[config.mk]
export PLATFORM = sky130hd
export DESIGN_NAME = exc_redirect_ctrl
export DESIGN_NICKNAME = d
export VERILOG_FILES = /design/src/rtl/exc_ctrl_pkg.sv /design/src/rtl/exc_redirect_ctrl_counter.sv /design/src/rtl/exc_redirect_ctrl.sv
export SDC_FILE = /design/constraint.sdc
export NUM_CORES = 1
export LEC_CHECK = 0
export CAP_MARGIN = 20
export CORE_MARGIN = 2
export CORE_UTILIZATION = 30
export CTS_BUF_LIST = sky130_fd_sc_hd__clkbuf_2 sky130_fd_sc_hd__clkbuf_4 sky130_fd_sc_hd__clkbuf_8
export CTS_CLUSTER_SIZE = 10
export DETAILED_ROUTE_END_ITERATION = 16
export HOLD_SLACK_MARGIN = 0.03
export RECOVER_POWER = 100
export SETUP_SLACK_MARGIN = 0.1
export SLEW_MARGIN = 20
export SYNTH_ARGS = -nofsm -noshare
export SYNTH_HDL_FRONTEND = slang
export SYNTH_HIERARCHICAL = 1
export SYNTH_SLANG_ARGS = --single-unit
[constraint.sdc]
create_clock -name clk -period 2.3 [get_ports clk]
set_clock_uncertainty 0.1 [all_clocks]
set_input_delay 0.46 -clock clk [delete_from_list [all_inputs] [get_ports clk]]
set_output_delay 0.46 -clock clk [all_outputs]
set_load 0.005 [all_outputs]
[src/rtl/exc_ctrl_pkg.sv]
// Shared types for the exception redirect controller.
// State encoding and the default outstanding-request limit.
package exc_ctrl_pkg;

  typedef enum logic [1:0] {
    IDLE     = 2'd0,
    FLUSH    = 2'd1,
    DRAIN    = 2'd2,
    REDIRECT = 2'd3
  } state_t;

  localparam int DEF_MAX_OUTSTANDING = 4;

endpackage

[src/rtl/exc_redirect_ctrl_counter.sv]
// Per-channel outstanding bus request counter.
// Saturates at zero when a response arrives with nothing pending.
module outstanding_counter #(
  parameter int CNT_W = 3
) (
  input  logic             clk,
  input  logic             reset,
  input  logic             req,
  input  logic             resp,
  output logic [CNT_W-1:0] count
);

  localparam logic [CNT_W-1:0] ONE = CNT_W'(1);

  always_ff @(posedge clk or posedge reset) begin
    if (reset) begin
      count <= '0;
    end else if (req && !resp) begin
      count <= count + ONE;
    end else if (resp && !req && (count != '0)) begin
      count <= count - ONE;
    end
  end

endmodule

[src/rtl/exc_redirect_ctrl.sv]
// Flush, drain and redirect sequencing after a CP0 exception/ERET.
// Fetch gets the new PC only once both bus channels are idle.
module exc_redirect_ctrl
  import exc_ctrl_pkg::*;
#(
  parameter int MAX_OUTSTANDING = DEF_MAX_OUTSTANDING,
  parameter int CNT_W = $clog2(MAX_OUTSTANDING) + 1
) (
  input  logic        clk,
  input  logic        reset,
  input  logic        exc_occur,
  input  logic [31:0] exc_pc,
  input  logic        inst_req_fire,
  input  logic        inst_resp_fire,
  input  logic        data_req_fire,
  input  logic        data_resp_fire,
  output logic        flush,
  output logic        inst_req_allow,
  output logic        data_req_allow,
  output logic        inst_resp_discard,
  output logic        redirect_valid,
  output logic [31:0] redirect_pc,
  input  logic        redirect_ready,
  output logic        busy
);

  localparam logic [CNT_W-1:0] MAX_CNT = CNT_W'(MAX_OUTSTANDING);

  state_t           state;
  state_t           state_n;
  logic [31:0]      pc_q;
  logic [CNT_W-1:0] inst_cnt;
  logic [CNT_W-1:0] data_cnt;
  logic             drained;

  outstanding_counter #(
    .CNT_W(CNT_W)
  ) u_inst_cnt (
    .clk   (clk),
    .reset (reset),
    .req   (inst_req_fire),
    .resp  (inst_resp_fire),
    .count (inst_cnt)
  );

  outstanding_counter #(
    .CNT_W(CNT_W)
  ) u_data_cnt (
    .clk   (clk),
    .reset (reset),
    .req   (data_req_fire),
    .resp  (data_resp_fire),
    .count (data_cnt)
  );

  assign drained = (inst_cnt == '0) && (data_cnt == '0);

  // A new exception while offering the redirect restarts the sequence.
  always_comb begin
    state_n = state;
    unique case (state)
      IDLE:     if (exc_occur) state_n = FLUSH;
      FLUSH:    state_n = DRAIN;
      DRAIN:    if (drained) state_n = REDIRECT;
      REDIRECT: begin
        if (exc_occur)           state_n = FLUSH;
        else if (redirect_ready) state_n = IDLE;
      end
      default:  state_n = IDLE;
    endcase
  end

  always_ff @(posedge clk or posedge reset) begin
    if (reset) begin
      state <= IDLE;
      pc_q  <= '0;
    end else begin
      state <= state_n;
      if (exc_occur) pc_q <= exc_pc;
    end
  end

  assign flush             = (state == FLUSH);
  assign busy              = (state != IDLE);
  assign redirect_valid    = (state == REDIRECT);
  assign redirect_pc       = redirect_valid ? pc_q : 32'h0;
  assign inst_resp_discard = (state == FLUSH) || (state == DRAIN);
  assign inst_req_allow    = (state == IDLE) && (inst_cnt < MAX_CNT);
  assign data_req_allow    = (state == IDLE) && (data_cnt < MAX_CNT);

endmodule
== After elaboration in Yosys (flattened, before gate mapping) ==
Cells that the tools add are included.
Storage, ports and cells
  word-level logic and storage cells: 49
  output and inout port bits: 38
  flip-flop bits (word level): 40
Cells by class
  multiplexer cells: 10
  eq/ne operators: 6
  $add $sub $neg: 4
  reductions and logical operators: 23
  order comparisons: 2
Operators with widths (number)
  $mux W32: 1
  $mux W3: 4
  $logic_and A1 B1 Y1: 9
  $mux W2: 4
  $pmux W2 S4: 1
  $add A3 B1 Y3 const B: 2
  $logic_not A3 Y1: 2
  $lt A3 B3 Y1 const B: 2
  $reduce_bool A2 Y1: 3
  $reduce_bool A3 Y1: 2
  $sub A3 B1 Y3 const B: 2
  $eq A2 B2 Y1 const B: 2
  $logic_not A1 Y1: 4
  $ne A2 B2 Y1 const B: 2
  $ne A3 B2 Y1 const B: 1
  $reduce_and A3 Y1: 1
  $eq A2 B1 Y1 const B: 1
  $logic_not A2 Y1: 1
  $logic_or A1 B1 Y1: 1

== Depth between registers and ports, before layout ==
Gate-level depths: netlist of run 1.
  depth in word-level cells: 5
  depth in mapped cells: 6
  gate-level depth less buffers: 6

== Modules after synthesis ==
The synthesis of run 1 kept the hierarchy.
By module, submodules not included
  exc_redirect_ctrl: area each 1615.3 um^2, instances 1, cells each 126
  outstanding_counter: area each 212.7 um^2, instances 2, cells each 21

== Worst setup path before layout of run 1 ==
OpenSTA, ideal clock, no wires.
  path type: reg2reg
  from: register u_inst_cnt.count[2]
  to: register state[1]
  period minus slack after synthesis: 1.743 ns
  cell stages (with the launch flop): 5
  path slack: 0.557 ns
  arrival time: 1.518 ns
  path through: dfrtp_1 or4_4 o31ai_4 o21ai_2 mux2_4
Between the ends
  word-level cells in the longest chain between the ends: 4
Ends and longest elaborated chain
  start, declared: line exc_redirect_ctrl_counter.sv:10  | output logic [CNT_W-1:0] count
  start signal, assigned: line exc_redirect_ctrl_counter.sv:19  | count <= count + ONE;
  start signal, assigned: line exc_redirect_ctrl_counter.sv:21  | count <= count - ONE;
  $logic_not A3 Y1: line exc_redirect_ctrl.sv:56  | assign drained = (inst_cnt == '0) && (data_cnt == '0);
  $logic_and A1 B1 Y1: line exc_redirect_ctrl.sv:56
  $ne A2 B2 Y1 (no line)
  $reduce_and A3 Y1 (no line)
  end signal, assigned: line exc_redirect_ctrl.sv:78  | state <= state_n;
  end, declared: line exc_redirect_ctrl.sv:29  | state_t state;
No other way between the ends.
A chain may end at the register's enable or synchronous reset.

== Worst setup path in the final report of run 1 ==
  from: register state[1]
  to: output port redirect_pc[20]
Between the ends
  word-level cells in the longest chain between the ends: 2
Ends and longest elaborated chain
  $eq A2 B2 Y1: line exc_redirect_ctrl.sv:85  | assign redirect_valid = (state == REDIRECT);
  $mux W32: line exc_redirect_ctrl.sv:86  | assign redirect_pc = redirect_valid ? pc_q : 32'h0;
  end, declared: line exc_redirect_ctrl.sv:22  | output logic [31:0] redirect_pc,
No other way between the ends.

==> flow_summary_export.csv, run 1 <==
group,metric,value,unit
sta,slew-limit-headroom,40.14,%
setup_path,worst_path_largest_cell_delay,490,ps
routing,first_pass_iters,4,
yosys,synth.area.top_cells,"dfrtp_1 (49%), mux2_2 (17%), and2_1 (9.8%), ha_1 (3.1%), nor2b_4 (2.7%)",
sta,post-route-period-util,93.32,%
die,initial_utilization,30.54,%
cts,cts_max_path_buffers,2,
routing,vias_per_cell,4.457,
finish,final_core_util,44.85,%
die,pin_count,78,
yosys,synth_seq_cells,40,
power,irDropWorstVdd,0.2880,mV
cts,clockRootBuffer,"clkbuf_8",
cts,htreeDepth,2,
die,core,0.006681,sq mm
run_status,status,"finished, final reports clean",
finish,nNetsFinal,302,
sta,fin_tns_setup,0,ps
routing,remaining_drc_errors,0,
setup_path,cp_num_buf_inv,2,
setup_path,crit_fanout,5,
sta,rsz0062_at_grt,"false",
routing,vias,1493,
place,port-buffer-count,77,
yosys,avgSynthCellArea,12.15,sq um
routing,antenna_left,0,
yosys,synth_fp_nets,215,
finish,syn_to_final_growth,46.84,%
flow_run,max-cap-violations,0,
cts,path_clk_slew,70,ps
routing,finalWirelength,4271,microns
cts,clock_latency,280,ps
finish,diodes,0,
yosys,syn_area,0.002041,sq mm
yosys,yosysUniqueCellTypes,24,
yosys,yosys_warnings,6,
setup_path,r2r_end,"state[1]",
die,die_height,86.48,microns
setup_path,path_cells,"clkbuf_1, ha_4, and2_1, clkdlybuf4s50_1",
setup_path,path_depth,4,
sta,hold_violations,0,
global_route,grt_pass1_wl,7058,microns
yosys,ys_seq_area_share,49.05,%
setup_path,crit_slowest_cell,"clkdlybuf4s50_1",
global_route,grt_pass1_vias,1463,
setup_path,worstPathRequired,1740,ps
setup_path,r2r_setup_slack,260,ps
sta,finalCriticalPeriod,2146,ps
cts,cts_buffers,5,
hold_path,hp-start,"pc_q[31]",
setup_path,critical_path_arrival,1590,ps
global_route,grt_usage,11.87,%
setup_path,cp_top_family,"buffers and inverters",
routing,drt-wirelength-per-cell,12.75,microns
sta,slew_violations,0,
sta,tightest_slew,897.9,ps
sta,fmax,0.4659,GHz
place,gp_congestion,0.7127,
cts,cts_tree,"done",
setup_path,endpoint,"redirect_pc[20]",
global_route,grt_max_degree,23,
setup_path,worst_r2r_path_depth,4,
setup_path,end_kind,"output port",
setup_path,reg2reg_from,"u_data_cnt/count[2]",
global_route,antenna_found_initial,0,
cts,numClockSinks,40,
power,p_leak,1.420,nW
die,num_rows,30,
sta,whs,383.5,ps
setup_path,worst-setup-path-type,"reg -> out",
hold_path,hp-class,"reg -> reg",
setup_path,cp-start-kind,"flop",
die,die-area,0.007478,sq mm
global_route,grt_overflow_total,0,
yosys,synth_top_area_share,49.05,%
power,power_density,824.6,mW/mm^2
yosys,synthCells,168,
sta,setup_viol,0,
setup_path,crit_path_start,"state[1]",
yosys,yosysTopAreaCell,"dfrtp_1",
finish,drive_gt1_share,22.35,%
die,die_w,86.48,microns
cts,cts_hold_buf,0,
routing,drtIter0Drc,26,
place,dp_hpwl,3114,microns
-- worst min path at each step --
stage / slack, ps / endpoint / cells past startpoint
2_1_floorplan: 110 / u_data_cnt/count[0] / 1
5_1_grt: 410 / pc_q[18] / 1
3_3_place_gp: 360 / pc_q[31] / 1
3_5_place_dp: 370 / pc_q[31] / 1
4_1_cts: 300 / u_data_cnt/count[2] / 2
6_report: 380 / pc_q[31] / 1
-- kinds of logic (layout without fill, tap and decap cells) --
kind of cell | after synthesis | count (layout) | synth area share, %
fa+ha+maj | 7 | 7 | 5.028
mux | 33 | 33 | 18.39
buf+inv | 18 | 105 | 3.372
compound gates | 23 | 23 | 8.768
flops | 40 | 40 | 49.05
simple gates | 47 | 47 | 15.39
-- layer usage --
metal  share of wire, %  track usage (%)  up-vias
li1                   -                -      740
met1                 46            15.54      700
met2                 46            18.46       47
met3                7.2            4.095        6
met4                1.5            3.835        0
met5                  0                0        -
-- cells in the mapped netlist --
cell	count
or2_4	2
a22oi_1	4
o21ai_0	5
and2_1	32
inv_1	11
buf_2	1
o31ai_4	1
dfrtp_1	40
nor2_1	8
o211ai_1	3
a22oi_2	2
ha_1	5
clkbuf_1	3
o21ai_2	1
buf_1	3
nor2b_4	4
or4_4	1
mux2_4	1
fa_1	2
a21oi_1	4
mux2_2	31
o2bb2ai_1	1
mux2_1	1
a22o_1	2
-- worst register-to-register path: stages, from the launching register on --
cell,delay (ps)
dfrtp_1,450
or4_4,530
o31ai_1,280
o21ai_0,220
mux2_4,360
-- area by class of cell --
| cell class | instances | area (sq um) |
|---|---|---|
| clock inverters | 1 | 5.005 |
| multi-input cells | 110 | 965.9 |
| fillers | 665 | 3685 |
| flip-flops and latches | 40 | 1001 |
| inverters | 11 | 41.29 |
| repair buffers | 87 | 807.0 |
| well taps | 80 | 100.1 |
| clock buffers | 6 | 76.32 |
-- power by group --
| group | total, W | switching [W] | internal [W] |
|---|---|---|---|
| Combinational | 0.00108 | 0.000443 | 0.000637 |
| Clock | 0.000446 | 0.000228 | 0.000218 |
| Sequential | 0.000946 | 0.000119 | 0.000827 |
-- cells in the final DEF (no fill, tap or decap), types with 5 or more instances in the layout --
master and instances:
inv_1 10, dlygate4sd2_1 32, clkbuf_8 5, and2_1 28
o21ai_0 6, mux2_2 31, dfrtp_1 40, clkdlybuf4s50_1 38
nor2_1 8
-- registers in the layout, summed over array words and instances, names as in the netlist --
signal / flops
state: 2
u_inst_cnt/count: 3
pc_q: 32
u_data_cnt/count: 3
-- through the flow --
stage | instance area (sq um) | power [W] | std cells | setup WS (ps)
after global routing | 2997 | 0.002688 | 335 | 62.84
after CTS | 3039 | 0.002599 | 335 | 0.1369
after detailed placement | 2964 | 0.002189 | 326 | 13.07
after global placement | 2964 | 0.002192 | 326 | 104.1
after floorplan | 2041 | 0.001531 | 168 | 557.2
final | 2997 | 0.002471 | 335 | 153.8
-- repair_timing --
| item | 4_1_cts | 5_1_grt |
|---|---|---|
| endpoints found under the setup margin | 36 | 3 |
| resized for setup | 37 | 4 |
| pin swaps | 1 | 0 |
| buffers inserted | 2 | 0 |
No activity file was read; power rests on OpenSTA's default activity.
==> run 2, diff against run 1 <==
- CAP_MARGIN: 20 -> default
- CORE_UTILIZATION: 30 -> 35
- PLACE_DENSITY: default -> 0.66
- SKIP_LAST_GASP: default -> 1
==> run 2 against run 1 <==
  * Clock power up 48%
  * First-iteration DRC count up 3.8%
  * Wire length up 5.8%
  * Via count up 1.9%
  * Final cell count down 1.5%
  * Hold slack about the same
  * Non-clock buffer count up 3
  * Combinational power up 21%
  * Total power up 19%
  * Maximum frequency down 5.0%
  * Critical path type unchanged
==> flow_summary_export.csv, run 2 (same netlist as run 1, synthesis figures left out) <==
group,metric,value,unit
sta,post-route-period-util,98.18,%
setup_path,crit_fanout,16,
sta,setup_viol,0,
finish,nNetsFinal,305,
routing,first_pass_iters,4,
setup_path,cp-start-kind,"flop",
sta,fin_tns_setup,0,ps
finish,diodes,0,
sta,fmax,0.4429,GHz
routing,vias_per_cell,4.609,
sta,finalCriticalPeriod,2258,ps
cts,htreeDepth,2,
routing,remaining_drc_errors,0,
cts,clockRootBuffer,"clkbuf_8",
place,dp_slack,44.32,ps
power,power_density,925.2,mW/mm^2
place,dp_hpwl,3158,microns
sta,rsz0062_at_grt,"true",
die,die-area,0.006458,sq mm
finish,top_regs,"pc_q x32, u_data_cnt/count x3, u_inst_cnt/count x3",
routing,drtIter0Drc,27,
global_route,grt_overflow_total,0,
sta,tightest_slew,890.9,ps
cts,cts_hold_buf,0,
finish,drive_gt1_share,26.74,%
run_status,status,"finished, final reports clean",
die,core,0.005574,sq mm
finish,largest_reg_flops,32,
routing,drt-wirelength-per-cell,13.69,microns
sta,hold_violations,0,
hold_path,hp-class,"reg -> reg",
flow_run,max-cap-violations,0,
finish,layout_common_cells,"clkdlybuf4s50_1 (58), dfrtp_1 (38), and2_1 (32)",
sta,whs,383.6,ps
routing,vias,1521,
setup_path,worst-setup-path-type,"reg -> out",
die,die_height,80.36,microns
place,gp_congestion,0.7069,
routing,finalWirelength,4519,microns
finish,stdcell_area,0.003177,sq mm
finish,max_flop_register,"pc_q",
routing,antenna_left,0,
finish,layout_commonest_cell,"clkdlybuf4s50_1",
global_route,grt_max_degree,36,
finish,syn_to_final_growth,55.67,%
cts,cts_max_path_buffers,2,
cts,clock_latency,280,ps
cts,cts_buffers,5,
die,num_rows,27,
place,port-buffer-count,77,
global_route,grt_pass1_wl,7044,microns
cts,cts_tree,"done",
power,p_leak,1.536,nW
setup_path,worstPathRequired,1740,ps
sta,layout_setup_ws,41.93,ps
setup_path,critical_path_arrival,1700,ps
global_route,grt_pass1_vias,1501,
die,pin_count,78,
global_route,antenna_found_initial,0,
die,initial_utilization,36.61,%
power,irDropWorstVdd,0.4163,mV
place,place_area,0.002949,sq mm
sta,slew_violations,0,
sta,slew-limit-headroom,40.61,%
cts,numClockSinks,40,
power,p_total,0.002939,W
global_route,grt_usage,14.23,%
die,die_w,80.36,microns
setup_path,end_kind,"output port",
cts,path_clk_slew,80,ps
## run 2: cell count changes in the layout (fill, tap and decap cells not counted), moves of 2 or more
cell | before | now
dlygate4sd2_1 | 32 | 0
clkdlybuf4s50_1 | 38 | 58
dlymetal6s2s_1 | 3 | 15
buf_4 | 3 | 9
and2_0 | 4 | 0
and2_1 | 28 | 32
clkbuf_1 | 4 | 0
bufinv_16 | 0 | 2
dfrtp_1 | 40 | 38
dfrtp_2 | 0 | 2
inv_1 | 10 | 8
inv_2 | 1 | 3
## run 2: where the power goes
group,internal (W),switching (W)
sequential,0.000831,0.000133
combinational,0.000829,0.000485
clock,0.000427,0.000235
total,0.00209,0.000852
## run 2: area by class of cell
class	count	area [sq um]
fillers	481	2397
flip-flops and latches	40	1003
multi-input cells	110	982.2
repair buffers	90	930.9
well taps	72	90.09
clock buffers	5	68.82
clock inverters	2	60.06
inverters	11	41.29
## run 2: through the flow
| step | util (%) | instances |
|---|---|---|
| final | 56.99 | 330 |
| after global routing | 56.99 | 330 |
| after CTS | 55.76 | 324 |
| after detailed placement | 52.91 | 315 |
| after global placement | 52.91 | 315 |
| after floorplan | - | 168 |
## run 2: path summary, 6_finish.rpt
check | start | endpoint | cells past startpoint | slack, ps
hold / removal | pc_q[31] | pc_q[31] | 1 | 380
max in group asynchronous | reset | state[0] | 3 | 570
min in group asynchronous | reset | u_data_cnt/count[2] | 2 | 430
hold reg to reg | pc_q[31] | pc_q[31] | 1 | 380
setup reg to reg | u_inst_cnt/count[2] | state[1] | 4 | 420
setup / recovery | state[1] | redirect_pc[19] | 4 | 40
## run 2: metal layers
layer  routed length (microns)  GRT usage (%)  vias to the layer above
li1                          -              -                      753
met1                      2187          18.21                      704
met2                      1983          23.08                       60
met3                       316          4.494                        4
met4                        31          4.068                        0
met5                         0              0                        -
## run 2: timing repair
action                     CTS  global route
resized for setup            5            18
cloned                       0             1
setup buffers                2             5
setup endpoints to repair   36            37
## run 2: worst max-delay path, stage by stage, from the launching register on
cell	delay (ps)
dfrtp_2	440
ha_4	200
clkbuf_16	170
and2_1	150
clkdlybuf4s50_1	450
